### config.mk
export PLATFORM = sky130hd
export DESIGN_NAME = vga_frame_sequencer
export DESIGN_NICKNAME = d
export VERILOG_FILES = /design/src/rtl/vga_frame_sequencer.sv
export SDC_FILE = /design/constraint.sdc
export NUM_CORES = 1
export LEC_CHECK = 0
export ABC_CLOCK_PERIOD_IN_PS = 3100
export BUFFER_PORTS_ARGS = -buffer_cell sky130_fd_sc_hd__buf_4
export CORE_UTILIZATION = 50
export DETAILED_ROUTE_END_ITERATION = 8
export PLACE_DENSITY = 0.74
export SYNTH_ARGS = -nofsm -noshare
export SYNTH_HDL_FRONTEND = slang
export SYNTH_SLANG_ARGS = --single-unit
### constraint.sdc
create_clock -name CLOCK_50 -period 3.1 [get_ports CLOCK_50]
set_input_delay 0.31 -clock CLOCK_50 [delete_from_list [all_inputs] [get_ports CLOCK_50]]
set_output_delay 0.31 -clock CLOCK_50 [all_outputs]
set_load 0.01 [all_outputs]
### src/rtl/vga_frame_sequencer.sv
`default_nettype none
// ============================================================================
// Module      : vga_frame_sequencer
// Description : VGA pixel enable, h/v counters, registered sync/blank strobes
//               and a frame-boundary-committed pattern-mode register.
// Revision    : 1.0 - initial release
// ============================================================================
module vga_frame_sequencer #(
    parameter int H_ACTIVE   = 640,
    parameter int H_FP       = 16,
    parameter int H_SYNC     = 96,
    parameter int H_BP       = 48,
    parameter int V_ACTIVE   = 480,
    parameter int V_FP       = 10,
    parameter int V_SYNC     = 2,
    parameter int V_BP       = 33,
    parameter int MODE_W     = 3,
    parameter int SYNC_STG   = 2,
    parameter int RESET_MODE = 0
) (
    input  logic              CLOCK_50,
    input  logic              KEY,
    input  logic [MODE_W-1:0] mode_req,
    output logic              pix_en,
    output logic [9:0]        h_count,
    output logic [9:0]        v_count,
    output logic              hsync_n,
    output logic              vsync_n,
    output logic              blank_n,
    output logic              frame_start,
    output logic [MODE_W-1:0] mode_active,
    output logic              mode_pending
);

    localparam logic [9:0] c_h_last     = 10'(H_ACTIVE + H_FP + H_SYNC + H_BP - 1);
    localparam logic [9:0] c_v_last     = 10'(V_ACTIVE + V_FP + V_SYNC + V_BP - 1);
    localparam logic [9:0] c_h_active   = 10'(H_ACTIVE);
    localparam logic [9:0] c_v_active   = 10'(V_ACTIVE);
    localparam logic [9:0] c_hs_first   = 10'(H_ACTIVE + H_FP);
    localparam logic [9:0] c_hs_last    = 10'(H_ACTIVE + H_FP + H_SYNC - 1);
    localparam logic [9:0] c_vs_first   = 10'(V_ACTIVE + V_FP);
    localparam logic [9:0] c_vs_last    = 10'(V_ACTIVE + V_FP + V_SYNC - 1);
    localparam logic [MODE_W-1:0] c_reset_mode = MODE_W'(RESET_MODE);

    logic                             pix_en_q, pix_en_d;
    logic [9:0]                       h_q, h_d;
    logic [9:0]                       v_q, v_d;
    logic                             hsync_n_q, hsync_n_d;
    logic                             vsync_n_q, vsync_n_d;
    logic                             blank_n_q, blank_n_d;
    logic                             frame_start_q, frame_start_d;
    logic [MODE_W-1:0]                mode_active_q, mode_active_d;
    logic                             mode_pending_q, mode_pending_d;
    logic [SYNC_STG-1:0][MODE_W-1:0]  sync_q, sync_d;
    logic                             advance;
    logic [MODE_W-1:0]                req_s, req_s_d;

    always_comb begin
        advance  = pix_en_q;
        pix_en_d = ~pix_en_q;
        h_d      = h_q;
        v_d      = v_q;
        if (advance) begin
            if (h_q == c_h_last) begin
                h_d = '0;
                v_d = (v_q == c_v_last) ? '0 : v_q + 10'd1;
            end else begin
                h_d = h_q + 10'd1;
            end
        end

        // Strobes decode the next-state counters so they line up with h/v.
        hsync_n_d     = !((h_d >= c_hs_first) && (h_d <= c_hs_last));
        vsync_n_d     = !((v_d >= c_vs_first) && (v_d <= c_vs_last));
        blank_n_d     = (h_d < c_h_active) && (v_d < c_v_active);
        frame_start_d = advance && (h_d == '0) && (v_d == '0);

        sync_d  = {sync_q[SYNC_STG-2:0], mode_req};
        req_s   = sync_q[SYNC_STG-1];
        req_s_d = sync_d[SYNC_STG-1];

        // Commit uses the pre-edge synchronised request.
        mode_active_d  = frame_start_d ? req_s : mode_active_q;
        mode_pending_d = (req_s_d != mode_active_d);
    end

    always_ff @(posedge CLOCK_50 or negedge KEY) begin
        if (!KEY) begin
            pix_en_q       <= 1'b0;
            h_q            <= c_h_last;
            v_q            <= c_v_last;
            hsync_n_q      <= 1'b1;
            vsync_n_q      <= 1'b1;
            blank_n_q      <= 1'b0;
            frame_start_q  <= 1'b0;
            mode_active_q  <= c_reset_mode;
            mode_pending_q <= 1'b0;
            sync_q         <= {SYNC_STG{c_reset_mode}};
        end else begin
            pix_en_q       <= pix_en_d;
            h_q            <= h_d;
            v_q            <= v_d;
            hsync_n_q      <= hsync_n_d;
            vsync_n_q      <= vsync_n_d;
            blank_n_q      <= blank_n_d;
            frame_start_q  <= frame_start_d;
            mode_active_q  <= mode_active_d;
            mode_pending_q <= mode_pending_d;
            sync_q         <= sync_d;
        end
    end

    assign pix_en       = pix_en_q;
    assign h_count      = h_q;
    assign v_count      = v_q;
    assign hsync_n      = hsync_n_q;
    assign vsync_n      = vsync_n_q;
    assign blank_n      = blank_n_q;
    assign frame_start  = frame_start_q;
    assign mode_active  = mode_active_q;
    assign mode_pending = mode_pending_q;

endmodule
`default_nettype wire
; After elaboration in Yosys (flattened, before gate mapping)
; Index checks and enable logic that the tools add are counted.
[word_totals]
latchBits = 0
ramBits = 0
elab_cells = 38
in_bits = 5
mem_count = 0
reg_bits = 35
out_inout_bits = 29
mem_bits_ro = 0
[op_classes]
n_mul = 0
eq_ne = 3
n_addsub = 2
mux = 6
bitwise_logic = 1
reduce_logical = 9
n_shift = 0
order_cmp = 6
n_div = 0
[op_table]
columns = operator, count
row1 = two-way mux 10 bit, 5
row2 = adder 10 x 1 -> 10 bit (second input constant), 2
row3 = equality test 10 bit (second input constant), 2
row4 = logical NOT 10 bit, 2
row5 = greater-or-equal comparator 10 bit (second input constant), 1
row6 = greater-or-equal comparator 10 x 9 -> 1 bit (second input constant), 1
row7 = <= comparator 10 bit (second input constant), 1
row8 = <= comparator 10 x 9 -> 1 bit (second input constant), 1
row9 = < comparator 10 bit (second input constant), 1
row10 = < comparator 10 x 9 -> 1 bit (second input constant), 1
row11 = logical AND 1 bit, 5
row12 = two-way mux 3 bit, 1
row13 = inequality test 3 bit, 1
row14 = logical NOT 1 bit, 2
row15 = NOT 1 bit, 1

; Logic depth before layout (Yosys ltp)
[logic_depth]
word_depth = 8
mapped_depth = 10
depth_no_buf = 10

; Least setup slack after synthesis
; Ideal clock, no wire load.
[synth_timing]
kind = register to register
from = register h_q[0] (netlist: h_count[0])
to = register mode_pending_q (netlist: mode_pending)
t_arrival_ns = 2.998
stages_incl_launch_ff = 10
setup_slack_ns = -0.031
cell_sequence = dfstp_2 > ha_1 > and2_0 > and4_4 > nand4_1 > xnor2_1 > or4_4 > or4_1 > o2111ai_1 > nand4bb_1
[synth_lines]
columns = element, line_no
row1 = "start, declared", 46  ; logic [9:0] h_q, h_d;
row2 = "start signal, assigned", 90  ; h_q <= c_h_last;
row3 = equality test 10 bit, 64  ; if (h_q == c_h_last) begin
row4 = two-way mux 10 bit, 64
row5 = two-way mux 10 bit, 63  ; if (advance) begin
row6 = via v_d[6], 47  ; logic [9:0] v_q, v_d;
row7 = logical NOT 10 bit, 76  ; frame_start_d = advance && (h_d == '0) && (v_d == '0);
row8 = logical AND 1 bit, 76
row9 = two-way mux 3 bit, 83  ; mode_active_d = frame_start_d ? req_s : mode_active_q;
row10 = inequality test 3 bit, 84  ; mode_pending_d = (req_s_d != mode_active_d);
row11 = via mode_pending_d, 53  ; logic mode_pending_q, mode_pending_d;
row12 = "end signal, assigned", 108  ; mode_pending_q <= mode_pending_d;
row13 = "end, declared", 53
; The timed path passes the listed nets, and every way through them passes these cells.

; Worst setup path after layout
[layout_timing]
from = register v_q[1] (netlist: v_count[1])
to = register mode_pending_q (netlist: mode_pending)
[layout_between]
elab_chain_cells = 8
[layout_lines]
columns = element, line_no
row1 = "start, declared", 47
row2 = "start signal, assigned", 91  ; v_q <= c_v_last;
row3 = "start signal, assigned", 102  ; v_q <= v_d;
row4 = equality test 10 bit, 66  ; v_d = (v_q == c_v_last) ? '0 : v_q + 10'd1;
row5 = two-way mux 10 bit, 66
row6 = two-way mux 10 bit, 64
row7 = two-way mux 10 bit, 63
row8 = via v_d[0], 47
row9 = logical NOT 10 bit, 76
row10 = logical AND 1 bit, 76
row11 = two-way mux 3 bit, 83
row12 = inequality test 3 bit, 84
row13 = via mode_pending_d, 53
; The timed path passes the listed nets, and every way through them passes these cells.

==> metrics.md <==
| Metric | Value |
|---|---|
| Status | completed |
| Final Setup Violations | 0 |
| Sequential Power Share | 0.565 |
| Required time worst endpoint | 3270 ps |
| PD cells | 319 nW/um^2 |
| CTS tree | done |
| Chip width | 63.8 um |
| Core Region | 3660 um^2 |
| Share of the synthesized area in the top cell type | 0.301 |
| Clock power frac | 0.412 |
| Crit-path leading delay family | simple AND/OR/NAND/NOR gates |
| Largest family of logic cells by synthesized area | simple AND/OR/NAND/NOR gates |
| Cell area after synthesis | 1910 um^2 |
| Met2 Use GR | 0.374 |
| CP Class | reg -> reg |
| Met1 Track Usage GR | 0.343 |
| Initial detailed-routing violation count | 116 |
| CP cell instances | inv_2 -> ha_4 -> or3b_4 -> nor4_4 -> nand2b_4 -> o21ai_4 -> or4_4 -> or4_4 -> o2111ai_2 -> nand4bb_1 |
| Synth Area in Compound Gates | 0.111 |
| Hold path depth | 1 |
| Synth Area in Simple Gates | 0.309 |
| CP endpoint kind | register |
| Post-route DRC | 0 |
| Initial antenna violation count | 0 |
| R2r setup slk | 60 ps |
| Unique masters post-synth | 57 |
| Reg2Reg Depth | 10 |
| Clock Latency Late Sink | between 200 and 300 ps |
| IO buf count | 33 |
| Pin count of the biggest net entering global routing | 36 |
| Max Cap Viol | 0 |
| Pins Over Slew Limit | 0 |
| Syn_nets | 188 |
| YS warnings | 0 |
| WL final | 4750 um |
| Cell Count, Final, Fillers Out | 292 |
| Cell-internal power | 0.649 mW |
| Arrival @ worst endpoint | 3200 ps |
| Drt wl/cell | 16.3 um |
| Switching Share | 0.213 |
| Placed cell count | 280 |
| Hold slack | 128 ps |
| Post-Synth Adder-Cell Area | 0.0197 |
| F_max | ~330 MHz |
| Leakage | 1.18 nW |
| Hold path start | mode_req[0] |
| ANT cells | 0 |
| Std cell rows | 22 |
| Die Span Y | 63.8 um |
| Via count | 1,754 |
| Multi-input gate area | 1050 um^2 |
| Overflow left after global routing | 0 |
| EDFF count, synth | 0 |
| Layout Nets | ~250 |
| Avg Inst Size Synth | 10.6 um^2 |
| Worst-path maximum fanout | 4 |
| # H-tree levels | 2 |
| Ports | 34 |
| Gate Count Post-Synth | 180 |
| Cell area after layout | 2580 um^2 |
| Root cell of the clock tree | clkbuf_8 |
| Top post-synthesis cells by area | dfrtp_1, dfstp_2, nand2_1 |
| Reg-to-reg critical path endpoint | mode_pending$_DFF_PN0_ |
| RSZ-0062 raised after global routing | true |
| Number of fill cells in the layout | 288 |
| Fin. Hold Viols | 0 |
| Worst Skew | 7.02 ps |
| Mux share of post-synthesis cell area | 0.0229 |
| Top-count cell post-synth | dfrtp_1 |
| Global route hottest layer | met2 |
| Critical path's largest stage delay | 550 ps |
| M3 GR Usage | 0.0643 |
| Detail Route Antenna Nets | 0 |
| CTS sink count | 35 |
| Sequential share of the synthesized area | 0.467 |
| TritonCTS Buffers | 5 |
| Synth Flop Type | dfrtp_1 |
| Hpwl dp | 3370 um |
| Hold Path End | req_s_d[0]$_DFF_PN0_ |
| Layout cell share with drive strength beyond 1 | 0.439 |
| Area delta synth->final | 35.3% |
| Asr flop ratio synth | 1.00 |
| Fin crit share | 0.979 |
| Combinational share of power | 0.024 |
| Placed inst area | 2370 um^2 |
| Area leader, netlist | dfrtp_1 |
| Worst slew margin | 0.671 |
| Reg-to-Reg Start | v_count[1]$_DFF_PN0_ |
| Final min period | 3040 ps |
| Via density | 6.01 |
| Slowest-stage cell, CP | or4_4 |
| Clock slew at reported path FFs | approximately 70 ps |
| Min-delay worst type | in -> reg |
| Drt first pass iters | 4 |
| Number of global-route vias before repair | about 1,600 |
| Sequential cell area | 891 um^2 |
| First-pass GRT wire length | between 7000 and 8000 um |
| Starting Density | 0.522 |
| All-Layer GR Usage | 0.251 |
| CTS Buffer Depth | 2 |
| Post-synth top cells | dfrtp_1, nand2_1, dfstp_2, nand4_1, nand3_1 |
| Number of synthesized register bits | 35 |
| Peak supply drop | 0.000282 V |
| Tightest Pin Transition | 491 ps |
| DIE AREA | slightly above 4000 um^2 |
| Worst path bufs/invs | 1 |
| Xor and xnor area share after synthesis | 0.0413 |
| CP startpoint kind | register |
| Gpl congestion | 0.863 |
| Most common cell on crit path | or4_4 |
| Net Sw Power | 0.175 mW |
==> cell usage in the layout, fill, tap and decap left out, types with 2 or more instances in the layout <==
master,Yosys,final
a311o_1,2,2
dfstp_2,12,12
and4_1,3,3
nand2_1,17,17
or4_4,2,3
and4bb_2,2,2
dfrtp_1,23,23
nand4_1,10,10
mux2_1,2,2
o31ai_4,0,2
buf_4,0,61
nor3_1,5,5
xnor2_1,7,7
nor4_1,4,4
and3_1,4,4
xor2_1,2,2
nand2b_1,4,3
clkbuf_8,0,6
a211oi_1,3,3
nor2b_1,2,2
o21ai_1,0,2
inv_1,6,4
inv_2,0,2
ha_1,3,2
nand3_1,9,9
o21ai_0,8,5
a21oi_1,2,2
nor2_1,7,7
==> worst max-delay path by stage <==
stage / end / cells past startpoint / slack (ps) / startpoint
3_3_place_gp: mode_pending$_DFF_PN0_ / 10 / 10 / v_count[1]$_DFF_PN0_
5_1_grt: mode_pending$_DFF_PN0_ / 10 / -60 / v_count[1]$_DFF_PN0_
3_5_place_dp: mode_pending$_DFF_PN0_ / 10 / 20 / v_count[1]$_DFF_PN0_
6_report: mode_pending$_DFF_PN0_ / 10 / 60 / v_count[1]$_DFF_PN0_
4_1_cts: mode_pending$_DFF_PN0_ / 10 / 0.4 / v_count[1]$_DFF_PN0_
2_1_floorplan: mode_pending$_DFF_PN0_ / 9 / 40 / h_count[0]$_DFF_PN1_
==> registers in the layout, indices dropped and copies added, names as in the netlist <==
signal        count
blank_n           1
frame_start       1
h_count          10
hsync_n           1
mode_active       3
mode_pending      1
pix_en            1
req_s             3
req_s_d           3
v_count          10
vsync_n           1
==> power by group through the flow <==
stage          logic (mW)  registers (mW)  clock network, mW
6_report           0.0194           0.465              0.339
5_1_grt            0.0228           0.466              0.365
4_1_cts            0.0198           0.465              0.347
3_5_place_dp       0.0187           0.473                  0
3_3_place_gp       0.0181           0.473                  0
2_1_floorplan     0.00439           0.473                  0
==> through the flow <==
stage / total power [mW] / worst slack, ps / util / TNS, ps
after floorplan: 0.477 / 38.0 / - / 0
after global placement: 0.491 / 13.6 / 0.648 / 0
after detailed placement: 0.492 / 23.9 / 0.648 / 0
after CTS: 0.832 / 0.367 / 0.675 / 0
after global routing: 0.853 / -59.7 / 0.705 / -59.7
final: 0.824 / 63.8 / 0.705 / 0
==> cell families (layout without fill, tap and decap cells) <==
| kind of cell | after synthesis | after routing |
|---|---|---|
| AND/OR/NAND/NOR | 88 | 88 |
| buffers and inverters | 12 | 76 |
| XOR/XNOR | 9 | 9 |
| AO/OA/AOI/OAI | 29 | 29 |
| multiplexers | 4 | 4 |
| adder cells (fa/ha/maj) | 3 | 3 |
| flip-flops | 35 | 35 |
==> final cells by class <==
cell class	instances	area share
timing repair buffer	62	0.181
sequential	35	0.345
tap	48	0.0233
clock buffer	7	0.0334
clock inverter	1	0.00194
inverter	6	0.00872
multi-input combinational	133	0.406
==> timing repair <==
action,4_1_cts,5_1_grt
setup buffers,0,3
setup endpoints to repair,0,4
resized for setup,0,20
hold buffers,1,0
endpoints found under the hold margin,23,0
==> routing by layer <==
layer  share of wire  wire length (um)
met1            0.44              2100
met2            0.49              2310
met3           0.052               245
met4           0.020                97
met5               0                 0
Power figures use the tool's default switching activity.
